File: src/rtl/corr_peak_select.sv
// Picks the highest of eleven captured correlation words, sweeping one per cycle.
// Result valid 11 cycles after the capturing wen; a wen during a scan is dropped and flagged.
module corr_peak_select #(
    parameter int sh_reg_w = 8,
    parameter int n_disp   = 11
) (
    input  logic                  clk,
    input  logic                  rst,
    input  logic                  wen,
    input  logic [2*sh_reg_w-1:0] corr_in_0,
    input  logic [2*sh_reg_w-1:0] corr_in_1,
    input  logic [2*sh_reg_w-1:0] corr_in_2,
    input  logic [2*sh_reg_w-1:0] corr_in_3,
    input  logic [2*sh_reg_w-1:0] corr_in_4,
    input  logic [2*sh_reg_w-1:0] corr_in_5,
    input  logic [2*sh_reg_w-1:0] corr_in_6,
    input  logic [2*sh_reg_w-1:0] corr_in_7,
    input  logic [2*sh_reg_w-1:0] corr_in_8,
    input  logic [2*sh_reg_w-1:0] corr_in_9,
    input  logic [2*sh_reg_w-1:0] corr_in_10,
    input  logic [2*sh_reg_w-1:0] thresh,
    output logic [3:0]            disp_out,
    output logic [2*sh_reg_w-1:0] corr_max,
    output logic                  conf,
    output logic                  valid,
    output logic                  busy,
    output logic                  overrun
);
    localparam int          cw   = 2*sh_reg_w;
    localparam logic [3:0]  last_idx = 4'(n_disp-1);

    typedef enum logic {IDLE, SCAN} state_t;

    state_t          state;
    state_t          state_nx;
    logic            capture;
    logic            last;
    logic [cw-1:0]   corr_arr [n_disp];
    logic [cw-1:0]   bank [n_disp];
    logic [cw-1:0]   thresh_q;
    logic [3:0]      cnt;
    logic [3:0]      best_idx;
    logic [cw-1:0]   best_val;
    logic [cw-1:0]   cand;
    logic [3:0]      nb_idx;
    logic [cw-1:0]   nb_val;

    assign corr_arr[0]  = corr_in_0;
    assign corr_arr[1]  = corr_in_1;
    assign corr_arr[2]  = corr_in_2;
    assign corr_arr[3]  = corr_in_3;
    assign corr_arr[4]  = corr_in_4;
    assign corr_arr[5]  = corr_in_5;
    assign corr_arr[6]  = corr_in_6;
    assign corr_arr[7]  = corr_in_7;
    assign corr_arr[8]  = corr_in_8;
    assign corr_arr[9]  = corr_in_9;
    assign corr_arr[10] = corr_in_10;

    assign busy = (state == SCAN);
    assign last = (cnt == last_idx);

    always_ff @(posedge clk or posedge rst) begin
        if (rst) state <= IDLE;
        else     state <= state_nx;
    end

    always_comb begin
        state_nx = state;
        capture  = 1'b0;
        case (state)
            IDLE: if (wen) begin
                capture  = 1'b1;
                state_nx = SCAN;
            end
            SCAN: if (last) state_nx = IDLE;
            default: state_nx = IDLE;
        endcase
    end

    // Strict greater-than keeps the earliest index on ties.
    always_comb begin
        cand   = bank[cnt];
        nb_val = best_val;
        nb_idx = best_idx;
        if (cand > best_val) begin
            nb_val = cand;
            nb_idx = cnt;
        end
    end

    // Bank contents need no reset; they are only read after a capture.
    always_ff @(posedge clk) begin
        if (capture) begin
            for (int i = 0; i < n_disp; i++) bank[i] <= corr_arr[i];
            thresh_q <= thresh;
        end
    end

    always_ff @(posedge clk or posedge rst) begin
        if (rst) begin
            cnt      <= '0;
            best_val <= '0;
            best_idx <= '0;
            disp_out <= '0;
            corr_max <= '0;
            conf     <= 1'b0;
            valid    <= 1'b0;
            overrun  <= 1'b0;
        end else begin
            valid <= 1'b0;
            if (wen && state == SCAN) overrun <= 1'b1;
            if (capture) begin
                best_val <= corr_arr[0];
                best_idx <= 4'd0;
                cnt      <= 4'd1;
            end else if (state == SCAN) begin
                best_val <= nb_val;
                best_idx <= nb_idx;
                cnt      <= last ? 4'd0 : cnt + 4'd1;
                if (last) begin
                    disp_out <= nb_idx;
                    corr_max <= nb_val;
                    conf     <= (nb_val >= thresh_q);
                    valid    <= 1'b1;
                end
            end
        end
    end
endmodule

File: config.mk
export PLATFORM = sky130hd
export DESIGN_NAME = corr_peak_select
export DESIGN_NICKNAME = d
export VERILOG_FILES = /design/src/rtl/corr_peak_select.sv
export SDC_FILE = /design/constraint.sdc
export NUM_CORES = 1
export LEC_CHECK = 0
export CORE_UTILIZATION = 50
export DETAILED_ROUTE_END_ITERATION = 10
export PLACE_DENSITY = 0.78
export SYNTH_ARGS = -nofsm -noshare
export SYNTH_HDL_FRONTEND = slang
export SYNTH_SLANG_ARGS = --single-unit
File: constraint.sdc
create_clock -name clk -period 11.6 [get_ports clk]
set_clock_uncertainty 0.05 [all_clocks]
set_input_delay 2.32 -clock clk [delete_from_list [all_inputs] [get_ports clk]]
set_output_delay 2.32 -clock clk [all_outputs]
set_load 0.005 [all_outputs]
Word-level counts from Yosys, hierarchy flattened. Memories as Yosys holds them, arrays and structs flattened. Cells that the tools add are included. Widths: inputs -> output; s select.

Word-level logic and storage cells: 38. Memories kept: 1. Flip-flop bits (word level): 64. Output and inout bits: 24. Bits in writable memories: 176. Input bits: 195.

Reduce and logical (&&, ||, !) cells: 3. Add/sub/neg operators: 1. Muxes and demuxes: 18. Equal/unequal tests: 1. Magnitude comparators: 2. Bitwise operators: 2.

Memory list: bank (words 11, bits a word 16, read ports 1, clocked after memory_dff 0, wr ports 11, RTL line 39) `logic [cw-1:0] bank [n_disp];`.

Operator list (number): $mux 16 (3); $mux 4 (6); $ge 16x16->1 (1); $gt 16x16->1 (1); $mux 1 (8); $add 4x1->4 const B (1); $eq 4x4->1 const B (1); $reduce_and 3->1 (1); $not 1->1 (2); $pmux 1 s2 (1); $reduce_bool 2->1 (1); $logic_and 1x1->1 (1).

Longest topological paths before layout. An unclocked memory read counts as a cell.

Depth after elaboration: 5. Depth in mapped cells: 21. Mapped depth without buffers: 17.

Least setup slack after synthesis. No wires, ideal clock.

Path type: input-to-reg. Start point: in wen. End point: reg best_val[0]. Arrival time: 6941 ps. Required time: 11435 ps. Slack: 4495 ps. Stages: 4. Buffers on the path: 0. Cells stage by stage: nand2_1 -> inv_1 -> a21oi_1 -> a221oi_1.

Word-level cells in the longest chain between the ends: 3. Elaborated cells on any way between the ends: 4. Those cells by class: mux: 3; reduce/logical: 1.

RTL lines: from (decl) (RTL line 9) `input logic wen,`; $mux 1 (*) (RTL line 72) `IDLE: if (wen) begin`; $mux 1 (*) (RTL line 71) `case (state)`; via capture (RTL line 36) `logic capture;`; $mux 16 or $reduce_bool 2->1 (tied branches); to (signal assigned) (RTL line 114) `best_val <= corr_arr[0];`; to (signal assigned) (RTL line 118) `best_val <= nb_val;`; to (decl) (RTL line 43) `logic [cw-1:0] best_val;`.

Mark *: on every way through the listed nets, which the timed path passes. The rest lies on a longest branch. A chain may end at the register's enable or synchronous reset.

Final worst setup path.
Start point: reg cnt[3]. End point: reg conf.

Word-level cells in the longest chain between the ends: 4. Elaborated cells on any way between the ends: 6. Those cells by class: order compare: 2; eq/ne: 1; mux: 1; reduce/logical: 1; memory: 1.

RTL lines: from (decl) (RTL line 41) `logic [3:0] cnt;`; from (signal assigned) (RTL line 120) `cnt <= last ? 4'd0 : cnt + 4'd1;`; $mem_v2 11x16; $gt 16x16->1 (RTL line 86) `if (cand > best_val) begin`; $mux 16 (RTL line 86); $ge 16x16->1 (RTL line 124) `conf <= (nb_val >= thresh_q);`; to (signal assigned) (RTL line 124); to (decl) (RTL line 24) `output logic conf,`.

Parallel ways exist; a longest one is shown, timed or not.

==> results.toml <==
[outcome]
status = "finished clean"

[drt]
via_per_inst = 5.42
drtAntennaViolNets = 0
drc = 0
wl_per_cell_um = 20.3
dr.pass1.iters = 5
routed_wl_um = 24100
num_vias = 6438
drtIter0Drc = 448

[timing]
tightest_slew_ns = 1.14
finalSetupViolations = 0
period_minus_slack_ns = 5.96
max_freq_ghz = 0.168
fin_crit_sh = 0.514
hold_viol_final = 0
maxSlewHeadroom = 0.236
tns_ns = 0
rsz0062_at_grt = "no"
report.final.slew_viol_count = 0

[die]
fp-row-count = 52
ios = 219
chipWidth_um = 147
die_h_um = 147
initial_core_util = 0.515
die-area_um2 = 21600
fp.coreArea_um2 = 20400

[placement]
dpl.cell_count = 1144
routabilityCongestion = 0.866
dp_hpwl_um = 17100
io_buffers = 218
placed_area_um2 = 12900

[setup_path]
critical_path_class = "reg2reg"
regToRegSetupSlack_ns = 5.64
r2r_cells = 18
crit_fanout = 26
endpoint_kind = "flip-flop"
crit_required_ns = 12.01
cpMostUsedCell = "ha_1"
r2r-end = "conf"
cp_slowest_cell = "nor2_2"
crit_chain = "nor2_2, nand2_1, o22ai_1, or3_4, ha_1, nand4_1, nor3_1, a21boi_1, o31a_1, buf_4, mux2_1, ha_1, inv_1, a21boi_0, o21ai_0, a211oi_1, o211ai_1, a21oi_1"
r2r-start = "cnt[3]"
cp.arrival_ns = 6.37
endpoint = "conf"
start_kind = "flip-flop"
startpoint = "cnt[3]"
slowest_delay_ns = 0.75

[synth]
netlist_area_um2 = 10500
ys_seq_area_frac = 0.662
synth_edf_count = 192
synthCells = 684
async_flop_share = 0.200
syn_area_per_cell_um2 = 15.4
synth-main-ff-cell = "edfxtp_1"
syn-num-nets = 913
yosysWarnings = 0
synth_cell_types = 51
synth_seq_cells = 240

[global_routing]
grt_util_all_layers = 0.228
grt_pass1_wl_um = 37500
grt_max_degree = 119
gr-total-overflow = 0
antenna_found_initial = 0
grt_pass1_vias = 6708

[flow_run]
cap_violations = 0

[clocking]
clk_latency_ns = 0.53
cts_made_buffers = 26
postCtsSetupBuffers = 0
cts_tree = "built"
ctsRootBufferMaster = "clkbuf_16"
clock-sinks = 240
ctsResizeCount = 0
cts.path.max_buffers = 3
cts_max_level = 1
holdBufCountCts = 0
clkTransAtPathRegs_ns = 0.06

[layout]
drive_gt1_frac = 0.146
mostFrequentLayoutCell = "clkdlybuf4s50_1"
final_cell_mix = "clkdlybuf4s50_1, edfxtp_1, mux2_4"
n_fill_cell = 1465
regArea_um2 = 6970
multi_input_area_um2 = 3200
area_delta_synth_final_pct = 30.2
antenna_cells_inserted = 0
nNetsFinal = 1131
instances_no_fill = 1187
final_area_um2 = 13700

[power_and_ir_drop]
p_leak_nw = 5.13
pwr_density_cell_nw_per_um2 = 261
ir_drop_mv = 0.207

[worst_hold_path]
hold_path.class = "reg2reg"
## cell usage after synthesis, types with 2 or more instances
| cell | number | area share |
|---|---|---|
| mux2i_1 | 33 | 0.031 |
| nor2_1 | 16 | 0.0057 |
| nor2b_1 | 2 | 0.0012 |
| a22o_1 | 19 | 0.016 |
| a31oi_1 | 16 | 0.0095 |
| o31ai_1 | 3 | 0.0021 |
| edfxtp_1 | 192 | 0.55 |
| buf_2 | 13 | 0.0062 |
| o21ai_0 | 8 | 0.0038 |
| buf_4 | 4 | 0.0029 |
| a21boi_0 | 2 | 0.0014 |
| inv_1 | 38 | 0.014 |
| o221a_2 | 5 | 0.0053 |
| nor4_1 | 2 | 0.0012 |
| mux2_4 | 48 | 0.068 |
| a211oi_1 | 2 | 0.0014 |
| ha_1 | 34 | 0.040 |
| clkbuf_1 | 9 | 0.0032 |
| buf_6 | 7 | 0.0075 |
| a21oi_1 | 16 | 0.0076 |
| nand4_1 | 5 | 0.0030 |
| dfrtp_1 | 48 | 0.11 |
| nand3_1 | 17 | 0.0081 |
| or3_4 | 15 | 0.016 |
| o21ai_1 | 3 | 0.0014 |
| o211ai_1 | 2 | 0.0014 |
| a21o_1 | 3 | 0.0021 |
| o22ai_1 | 16 | 0.0095 |
| o221a_1 | 10 | 0.011 |
| nand2_1 | 47 | 0.017 |
| or3_1 | 16 | 0.0095 |
| mux2_2 | 14 | 0.015 |
## worst max-delay path, delay by kind of cell, from the launching register on
family / cells / cell delay (ns)
simple gates: 5 / 2.02
compound gates: 8 / 1.86
flops: 1 / 0.72
fa+ha+maj: 2 / 0.44
mux: 1 / 0.40
buf+inv: 2 / 0.39
## how the worst min path moves through the flow
stage | startpoint | endpoint | slack (ns) | cells after the start
2_1_floorplan | overrun | overrun | 0.40 | 1
3_3_place_gp | overrun | overrun | 0.39 | 1
3_5_place_dp | overrun | overrun | 0.40 | 1
4_1_cts | overrun | overrun | 0.43 | 1
5_1_grt | overrun | overrun | 0.44 | 1
6_report | overrun | overrun | 0.43 | 1
## final cells by class
type,count,share of cell area
flip-flops and latches,240,0.508
multi-input cells,371,0.233
repair buffers,224,0.162
clock buffers,30,0.0486
well taps,270,0.0246
inverters,39,0.0114
clock inverters,13,0.0113
## through the flow
stage | hold slack (ns) | utilization | power [mW] | setup WS, ns
4_1_cts | 0.435 | 0.671 | 3.60 | 5.66
3_5_place_dp | 0.400 | 0.631 | 2.80 | 5.70
3_3_place_gp | 0.391 | 0.631 | 2.75 | 5.84
2_1_floorplan | 0.401 | - | 2.36 | 4.49
5_1_grt | 0.439 | 0.671 | 3.80 | 5.15
6_report | 0.429 | 0.671 | 3.58 | 5.64
## routing by layer
| metal | vias up | track usage | routed length [µm] |
|---|---|---|---|
| li1 | 3048 | - | - |
| met4 | 0 | 0.0505 | 456 |
| met2 | 231 | 0.370 | 11300 |
| met3 | 29 | 0.0543 | 1770 |
| met1 | 3130 | 0.312 | 10500 |
| met5 | - | 0 | 0 |
## report_power, final
| part | switching [mW] | leakage [nW] | internal (mW) |
|---|---|---|---|
| logic | 0.761 | 2.43 | 0.818 |
| registers | 0.112 | 2.30 | 1.09 |
| clock network | 0.324 | 0.401 | 0.475 |
| total | 1.20 | 5.13 | 2.38 |
## cells by family (layout without fill, tap and decap cells)
logic type | count (synthesis) | in the layout | share of synthesized area
AOI/OAI and AO/OA | 112 | 112 | 0.0788
muxes | 96 | 96 | 0.116
xor gates and xnor gates | 1 | 1 | 0.000832
and+or+nand+nor | 128 | 128 | 0.0671
DFF | 240 | 240 | 0.662
adders and majority gates | 34 | 34 | 0.0404
buffers and inverters | 73 | 306 | 0.0353
## state kept, by name (all words and copies together) (netlist names)
| signal | cells |
|---|---|
| bank | 176 |
| overrun | 1 |
| conf | 1 |
| valid | 1 |
| cnt | 4 |
| busy | 1 |
| disp_out | 4 |
| best_val | 16 |
| best_idx | 4 |
| thresh_q | 16 |
| corr_max | 16 |
Note: power is estimated with default switching activity, not from simulation.
